$ cat config.mk
export PLATFORM = sky130hd
export DESIGN_NAME = shift_rx
export DESIGN_NICKNAME = d
export VERILOG_FILES = /design/src/rtl/shift_rx_pkg.sv /design/src/rtl/shift_rx_bit_sync.sv /design/src/rtl/shift_rx.sv
export SDC_FILE = /design/constraint.sdc
export NUM_CORES = 1
export LEC_CHECK = 0
export CAP_MARGIN = 0
export CORE_UTILIZATION = 57
export DETAILED_ROUTE_END_ITERATION = 6
export GPL_ROUTABILITY_DRIVEN = 0
export PLACE_DENSITY = 0.77
export SETUP_SLACK_MARGIN = 0.2
export SYNTH_ARGS = -nofsm -noshare
export SYNTH_HDL_FRONTEND = slang
export SYNTH_SLANG_ARGS = --single-unit
export TNS_END_PERCENT = 1
$ cat constraint.sdc
create_clock -name i_clk -period 3.4 [get_ports i_clk]
set_input_delay 0.34 -clock i_clk [delete_from_list [all_inputs] [get_ports i_clk]]
set_output_delay 0.34 -clock i_clk [all_outputs]
set_load 0.01 [all_outputs]
$ cat src/rtl/shift_rx_pkg.sv
// -----------------------------------------------------------------------------
// shift_rx_pkg
// Shared types and helpers for the shift_rx serial receiver.
//   state_t        : receiver FSM states (BREAK only exists when
//                    SHIFT_RX_FRAME_CHECK_EN is defined)
//   cnt_width()    : width helper for the prescaler and bit counter
//   half_reload()  : prescaler reload value that lands on the middle of the
//                    start bit
// -----------------------------------------------------------------------------
package shift_rx_pkg;

  typedef enum logic [2:0] {
    IDLE  = 3'd0,
    START = 3'd1,
    DATA  = 3'd2,
    STOP  = 3'd3
`ifdef SHIFT_RX_FRAME_CHECK_EN
    ,
    BREAK = 3'd4
`endif
  } state_t;

  // Counter width able to hold 0..n-1; never narrower than one bit.
  function automatic int cnt_width(input int n);
    if (n <= 2) begin
      return 1;
    end else begin
      return $clog2(n);
    end
  endfunction

  // The prescaler counts down to zero and the sample happens on the edge that
  // sees zero, so a reload of L places the sample L+1 edges after the load.
  // Landing CLOCKS_PER_BIT/2 edges after T0 therefore needs L = cpb/2 - 1.
  function automatic int half_reload(input int cpb);
    return (cpb / 2) - 1;
  endfunction

endpackage : shift_rx_pkg

$ cat src/rtl/shift_rx_bit_sync.sv
// -----------------------------------------------------------------------------
// bit_sync
// Two-flop synchronizer for a single asynchronous input.
// Ports:
//   i_clk   : clock, all logic on posedge
//   i_reset : synchronous, active-high reset; both flops load RESET_VAL
//   i_d     : asynchronous input
//   o_q     : synchronized output, two cycles behind i_d
// Parameter:
//   RESET_VAL : value both flops take in reset (default 1 = idle serial line)
// -----------------------------------------------------------------------------
module bit_sync #(
  parameter logic RESET_VAL = 1'b1
) (
  input  logic i_clk,
  input  logic i_reset,
  input  logic i_d,
  output logic o_q
);

  logic meta;

  // Two-stage capture of the asynchronous input.
  always_ff @(posedge i_clk) begin
    if (i_reset) begin
      meta <= RESET_VAL;
      o_q  <= RESET_VAL;
    end else begin
      meta <= i_d;
      o_q  <= meta;
    end
  end

endmodule : bit_sync

$ cat src/rtl/shift_rx.sv
// -----------------------------------------------------------------------------
// shift_rx
// Serial-to-parallel receiver: idle-high line, start bit 0, DATA_WIDTH data
// bits LSB first, stop bit 1. Bit timing from an internal down-counting
// prescaler; each received word is presented on o_data with a one-cycle
// o_valid strobe.
// Parameters:
//   CLOCKS_PER_BIT : i_clk cycles per serial bit (>= 4)
//   DATA_WIDTH     : data bits per frame (>= 2)
// Ports:
//   i_clk       : system clock, all logic on posedge
//   i_reset     : synchronous, active-high reset
//   i_serial    : asynchronous serial line, idle high
//   o_data      : last received word, held until the next valid frame
//   o_valid     : one-cycle pulse, o_data updated in the same cycle
//   o_busy      : high in every state except IDLE
//   o_frame_err : (SHIFT_RX_FRAME_CHECK_EN only) one-cycle pulse when the
//                 stop bit samples 0
// Build option:
//   SHIFT_RX_FRAME_CHECK_EN : adds stop-bit checking, o_frame_err and the
//                             BREAK state that waits for the line to go high.
// -----------------------------------------------------------------------------
module shift_rx
  import shift_rx_pkg::*;
#(
  parameter int CLOCKS_PER_BIT = 16,
  parameter int DATA_WIDTH     = 4
) (
  input  logic                  i_clk,
  input  logic                  i_reset,
  input  logic                  i_serial,
  output logic [DATA_WIDTH-1:0] o_data,
  output logic                  o_valid,
  output logic                  o_busy
`ifdef SHIFT_RX_FRAME_CHECK_EN
  ,
  output logic                  o_frame_err
`endif
);

  localparam int PW = cnt_width(CLOCKS_PER_BIT);
  localparam int BW = cnt_width(DATA_WIDTH);

  localparam logic [PW-1:0] PRESC_ZERO = {PW{1'b0}};
  localparam logic [PW-1:0] PRESC_ONE  = PW'(32'd1);
  localparam logic [PW-1:0] PRESC_HALF = PW'(half_reload(CLOCKS_PER_BIT));
  localparam logic [PW-1:0] PRESC_FULL = PW'(CLOCKS_PER_BIT - 1);
  localparam logic [BW-1:0] BIT_ZERO   = {BW{1'b0}};
  localparam logic [BW-1:0] BIT_ONE    = BW'(32'd1);
  localparam logic [BW-1:0] BIT_LAST   = BW'(DATA_WIDTH - 1);

  logic                  rx_s;
  state_t                state;
  state_t                state_next;
  logic [PW-1:0]         presc;
  logic [PW-1:0]         presc_next;
  logic [BW-1:0]         bitcnt;
  logic [BW-1:0]         bitcnt_next;
  logic [DATA_WIDTH-1:0] shreg;
  logic [DATA_WIDTH-1:0] shreg_next;
  logic [DATA_WIDTH-1:0] data_next;
  logic                  valid_next;
  logic                  sample;
`ifdef SHIFT_RX_FRAME_CHECK_EN
  logic                  ferr_next;
`endif

  bit_sync #(
    .RESET_VAL (1'b1)
  ) u_sync (
    .i_clk   (i_clk),
    .i_reset (i_reset),
    .i_d     (i_serial),
    .o_q     (rx_s)
  );

  // The prescaler reaching zero marks a sample edge in START/DATA/STOP.
  assign sample = (presc == PRESC_ZERO);

  // Next-state, datapath and output decode for the receiver FSM.
  always_comb begin
    state_next  = state;
    presc_next  = presc;
    bitcnt_next = bitcnt;
    shreg_next  = shreg;
    data_next   = o_data;
    valid_next  = 1'b0;
`ifdef SHIFT_RX_FRAME_CHECK_EN
    ferr_next   = 1'b0;
`endif
    case (state)
      IDLE: begin
        if (!rx_s) begin
          state_next = START;
          presc_next = PRESC_HALF;
        end else begin
          presc_next = presc;
        end
      end

      START: begin
        if (sample) begin
          presc_next  = PRESC_FULL;
          bitcnt_next = BIT_ZERO;
          if (!rx_s) begin
            state_next = DATA;
          end else begin
            // Line went back high before mid start bit: treat as a glitch.
            state_next = IDLE;
          end
        end else begin
          presc_next = presc - PRESC_ONE;
        end
      end

      DATA: begin
        if (sample) begin
          presc_next = PRESC_FULL;
          shreg_next = {rx_s, shreg[DATA_WIDTH-1:1]};
          if (bitcnt == BIT_LAST) begin
            state_next  = STOP;
            bitcnt_next = BIT_ZERO;
          end else begin
            bitcnt_next = bitcnt + BIT_ONE;
          end
        end else begin
          presc_next = presc - PRESC_ONE;
        end
      end

      STOP: begin
        if (sample) begin
          presc_next = PRESC_FULL;
`ifdef SHIFT_RX_FRAME_CHECK_EN
          if (rx_s) begin
            state_next = IDLE;
            data_next  = shreg;
            valid_next = 1'b1;
          end else begin
            state_next = BREAK;
            ferr_next  = 1'b1;
          end
`else
          state_next = IDLE;
          data_next  = shreg;
          valid_next = 1'b1;
`endif
        end else begin
          presc_next = presc - PRESC_ONE;
        end
      end

`ifdef SHIFT_RX_FRAME_CHECK_EN
      BREAK: begin
        // Hold off new frames until the line has recovered to idle.
        if (rx_s) begin
          state_next = IDLE;
          presc_next = PRESC_FULL;
        end else begin
          presc_next = presc;
        end
      end
`endif

      default: begin
        state_next  = IDLE;
        presc_next  = PRESC_ZERO;
        bitcnt_next = BIT_ZERO;
      end
    endcase
  end

  // State, datapath and registered outputs.
  always_ff @(posedge i_clk) begin
    if (i_reset) begin
      state   <= IDLE;
      presc   <= PRESC_ZERO;
      bitcnt  <= BIT_ZERO;
      shreg   <= {DATA_WIDTH{1'b0}};
      o_data  <= {DATA_WIDTH{1'b0}};
      o_valid <= 1'b0;
      o_busy  <= 1'b0;
`ifdef SHIFT_RX_FRAME_CHECK_EN
      o_frame_err <= 1'b0;
`endif
    end else begin
      state   <= state_next;
      presc   <= presc_next;
      bitcnt  <= bitcnt_next;
      shreg   <= shreg_next;
      o_data  <= data_next;
      o_valid <= valid_next;
      // Registered from the next state so it tracks the state register exactly.
      o_busy  <= (state_next != IDLE);
`ifdef SHIFT_RX_FRAME_CHECK_EN
      o_frame_err <= ferr_next;
`endif
    end
  end

endmodule : shift_rx

---- After elaboration in Yosys (flattened, before gate mapping) ----
Cells that the tools add are included.
word-level totals
  flip-flop bits (word level) ............. 21
  word-level logic and storage cells ...... 44
cells by class
  $add $sub $neg .......................... 2
  equal/unequal tests ..................... 7
  muxes and demuxes ....................... 15
  bitwise operators ....................... 2
  reductions and logical operators ........ 9
operators with widths
  cell                                               count
  2-to-1 mux 3 bit                                   5
  case mux 3 bit (4 select lines)                    1
  2-to-1 mux 2 bit                                   4
  2-to-1 mux 4 bit                                   2
  case mux 4 bit (2 select lines)                    1
  == test 3 x 2 -> 1 bit (second input constant)     2
  != test 2 bit (second input constant)              3
  case mux 2 bit (3 select lines)                    1
  logical NOT 4 bit                                  1
  AND reduction 2 bit                                2
  OR reduction 2 bit                                 2
  subtractor 4 x 1 -> 4 bit (second input constant)  1
  == test 3 x 1 -> 1 bit (second input constant)     1
  logical NOT 3 bit                                  1
  AND reduction 3 bit                                1
  nonzero test 3 bit                                 1
  OR reduction 3 bit                                 1
  adder 2 x 1 -> 2 bit (second input constant)       1
  == test 2 bit (second input constant)              1
  NOT 1 bit                                          2
  2-to-1 mux 1 bit                                   1

---- Longest topological paths before layout ----
  depth in word-level cells ............... 5
  depth in mapped cells ................... 6

---- By module ----
Synthesis repeated with hierarchy kept, for this count alone.
unflattened totals
  cell total of the unflattened synthesis .. 103
  area, all modules ....................... 895.9 sq um
by module, submodules not included
  module    instances  cells an instance  area an instance (sq um)  sequential area each (sq um)
  shift_rx  1          99                 843.3                     380.4
  bit_sync  1          4                  52.6                      40.0

---- Worst setup path before layout ----
Ideal clock, no wire load.
  path type ............................... register -> register
  start point ............................. reg presc[0]
  end point ............................... reg o_data[0]
  library setup time ...................... 0.128 ns
  data arrival time ....................... 1.498 ns
  required time ........................... 3.272 ns
  slack ................................... 1.774 ns
  stages on the path, launching flop included .. 7
  path buffers ............................ 0
  period minus slack after synthesis ...... 1.626 ns
  cells stage by stage .................... dfxtp_1 -> inv_1 -> ha_1 -> or3b_4 -> nor3_4 -> mux2i_1 -> nor2_1
on the way
  cells in the longest elaborated chain, start to end .. 2
ends and longest elaborated chain
  element                               line             RTL
  start: declaration                    shift_rx.sv:55   logic [PW-1:0] presc;
  start signal: assignment              shift_rx.sv:188  presc <= presc_next;
  logical NOT 4 bit                     shift_rx.sv:78   assign sample = (presc == PRESC_ZERO);
  AND reduction 2 bit (no source line)  -
  end signal: assignment                shift_rx.sv:180  o_data <= {DATA_WIDTH{1'b0}};
  end signal: assignment                shift_rx.sv:191  o_data <= data_next;
  end: declaration                      shift_rx.sv:32   output logic [DATA_WIDTH-1:0] o_data,
No other way between the ends.
A chain may end at the register's enable or synchronous reset.

---- Worst setup path in the final report ----
  start point ............................. reg presc[0]
  end point ............................... reg o_data[1]
Same word-level chain as after synthesis.

==> results.md <==
- Clock-pin slew on the worst setup and hold paths: 0.11 ns
- Worst-case reg-to-reg path depth: 6
- Share of Yosys cell area claimed by the top area cell type: 48.6%
- Clock buffers created by TritonCTS: 3
- Count of unresolved DRC violations after routing: 0
- Clock net sink count: 21
- Total Die Area: 0.00168 mm^2
- First-pass GRT wire length: 2410 um
- Arrival time worst endpoint: 2.02 ns
- Vias: 654
- Synthesized flop and latch total: 21
- Achievable Freq: 548 MHz
- Yosys warning count: 0
- Number of input and output port buffers inserted: 8
- Worst hold start: u_sync.meta$_SDFF_PP1_
- Fraction of the yosys area taken by sequential cells: 48.6%
- Fin Setup TNS: 0 ns
- Mean cell area of the mapped netlist: 9.51 um^2
- Largest cells by area after synthesis: dfxtp_1, mux2i_1, nor2_1
- Hold Buf Count CTS: 0
- Bufs on Longest Clock Path: 2
- Post-synth net total: 96
- Reg-to-Reg Start: presc[0]$_SDFFE_PP0P_
- Total routing usage reported by global routing: 22.2%
- Kind of launch point of the worst setup path: flop
- Peak supply drop: 0.237 mV
- Antenna diode instance count: 0
- Initial standard-cell utilization of the core: 64.1%
- Post-CTS repair timing setup buffer count: 0
- Via count of the first global-routing pass: 536
- Reg2reg setup slack: 1.58 ns
- Run status: finished, final reports clean
- Net count, final: 104
- Number of enable-type register cells in the synthesized netlist: 0
- Count leader, synth: dfxtp_1
- Maximum fanout along the worst path: 5
- Launching instance or port of the critical path: presc[0]$_SDFFE_PP0P_
- Worst clock skew: 0.00142 ns
- ANT nets after route: 0
- TritonCTS clock tree: yes
- Type of the tightest min-delay check: flop to flop
- Initial antenna violation count: 0
- Detailed Route Iter0 Violations: 9
- Data required time at the worst endpoint: 3.59 ns
- Die Y-Extent: 41.0 um
- Floorplan Core Area: 0.00135 mm^2
- Number of placement rows: 13
- Post-route minimum period: 1.82 ns
- Number of top-level pins: 9
- Number of maximum-capacitance constraint violations: 0
- Cell Area, Synth: 866 um^2
- Most area-hungry cell type in the Yosys netlist: dfxtp_1
- Maximum number of pins on one net before global-route repair: 14
- Total gr overflow: 0
- LEAKAGE: 0.362 nW
- Die boundary width: 41.0 um
- Count of final setup violators: 0
- Async set or reset register ratio after synthesis: 0%
- Fraction of final layout cells sized beyond drive strength 1: 12.2%
- Hold Path Sink: u_sync.o_q$_SDFF_PP1_
- Root Buffer: clkbuf_4
- Routed wire length: 1540 um
- WL/cell: 13.6 um
- Vias per Instance: 5.79
- Portion of the clock cycle consumed by the worst path in the final layout: 53.7%
- Most numerous cell types in the synthesized netlist: dfxtp_1, nor2_1, mux2i_1, a21oi_1, or2_2
- Post-synth top flop: dfxtp_1
- Reg-to-Reg End: o_data[1]$_SDFFE_PP0P_
- Power density normalized to cell area: 409 mW/mm^2
- Worst skew pair latency: 0.30 ns
- CP endpoint kind: flop
- Total number of H-tree levels: 1
- Final max-slew violation count: 0
- Detailed-router iteration count before antenna repair: 4
- Startpoint-to-endpoint class of the critical path: flop to flop
- Number of endpoints with negative hold slack in the final report: 0
- Yosys cell types: 29
- HPWL after detailed placement: 1080 um
- Worst hold stages: 1
- Count of mapped cells out of synthesis: 91
- Synth-to-Final Area Change: 12.1%
- Post-layout util: 71.9%
- Number of resized instances in the post-cts repair step: 0
- Unrepaired setup endpoints after global routing: false
==> per-layer routing <==
metal,track usage (%),routed length (um),share of wire [%],vias up
met3,3.26,54,3.5,5
met1,29.1,755,49,298
met4,12.5,34,2.2,0
li1,-,-,-,337
met5,0,0,0,-
met2,34.4,691,45,14
==> critical path, cell delays in order, from the launching register on <==
cell     delay [ns]
dfxtp_1        0.36
inv_1          0.08
ha_1           0.23
or3b_4         0.45
nor3_4         0.31
mux2i_1        0.22
nor2_1         0.05
==> report_power, final <==
| group | internal (mW) | total [mW] | leakage [nW] | switching (mW) |
|---|---|---|---|---|
| clock | 0.0439 | 0.119 | 0.0177 | 0.0748 |
| sequential | 0.250 | 0.254 | 0.170 | 0.00434 |
| combinational | 0.0110 | 0.0246 | 0.174 | 0.0136 |
| total | 0.304 | 0.397 | 0.362 | 0.0928 |
==> state kept, by name (all words and copies together), names as in the netlist <==
| register | flops |
|---|---|
| shreg | 4 |
| presc | 4 |
| o_data | 4 |
| o_valid | 1 |
| u_sync.meta | 1 |
| u_sync.o_q | 1 |
| bitcnt | 2 |
| state | 3 |
| o_busy | 1 |
==> cell usage in the layout (no fill, tap or decap), drive strengths merged <==
| cell type | synthesis | layout |
|---|---|---|
| a211oi | 2 | 2 |
| and3 | 1 | 1 |
| nand4 | 1 | 1 |
| nor4 | 1 | 1 |
| conb | 1 | 1 |
| or3b | 1 | 1 |
| nand3 | 3 | 3 |
| a31o | 1 | 1 |
| or4 | 1 | 1 |
| a311oi | 2 | 2 |
| a31oi | 1 | 1 |
| and2 | 1 | 1 |
| nor3 | 2 | 2 |
| mux2i | 8 | 8 |
| dfxtp | 21 | 21 |
| clkdlybuf4s50 | 0 | 8 |
| o31ai | 2 | 2 |
| nor3b | 2 | 2 |
| nor2 | 14 | 14 |
| nand4b | 2 | 2 |
| o21ai | 1 | 1 |
| ha | 2 | 2 |
| a21oi | 6 | 6 |
| or2 | 4 | 4 |
| inv | 3 | 3 |
| clkbuf | 3 | 3 |
| clkinv | 0 | 1 |
| nand2 | 3 | 3 |
==> worst max-delay path by stage <==
stage / to / slack [ns] / depth (start not counted)
after CTS: o_data[1]$_SDFFE_PP0P_ / 1.58 / 6
final: o_data[1]$_SDFFE_PP0P_ / 1.58 / 6
after global routing: o_data[2]$_SDFFE_PP0P_ / 1.44 / 6
after detailed placement: presc[0]$_SDFFE_PP0P_ / 1.52 / 4
after floorplan: o_data[0]$_SDFFE_PP0P_ / 1.77 / 6
after global placement: presc[0]$_SDFFE_PP0P_ / 1.59 / 4
==> logic make-up after synthesis <==
group	Yosys count	synth area share, %
DFF	21	48.6
and+or+nand+nor	36	23.8
AOI/OAI and AO/OA	15	11.3
buffers and inverters	8	3.76
muxes	8	9.25
adders and majority gates	2	2.89
other	1	0.433
==> per-stage QoR <==
step | hold slack, ns | power, mW | area [um^2] | cells | setup slack [ns]
finish | 0.420 | 0.397 | 971 | 113 | 1.58
global route | 0.443 | 0.412 | 971 | 113 | 1.44
CTS | 0.425 | 0.402 | 971 | 113 | 1.58
detailed placement | 0.395 | 0.284 | 943 | 109 | 1.52
global placement | 0.394 | 0.283 | 943 | 109 | 1.59
floorplan | 0.389 | 0.277 | 866 | 91 | 1.77
==> layout make-up <==
cell class	count	area, um^2
clock buffer	3	22.5
clock inverter	1	5.00
fill	112	379
inverter	3	11.3
multi-input combinational	62	413
sequential	21	420
tap	15	18.8
timing repair buffer	8	80.1
(Power assumes the default switching activity.)
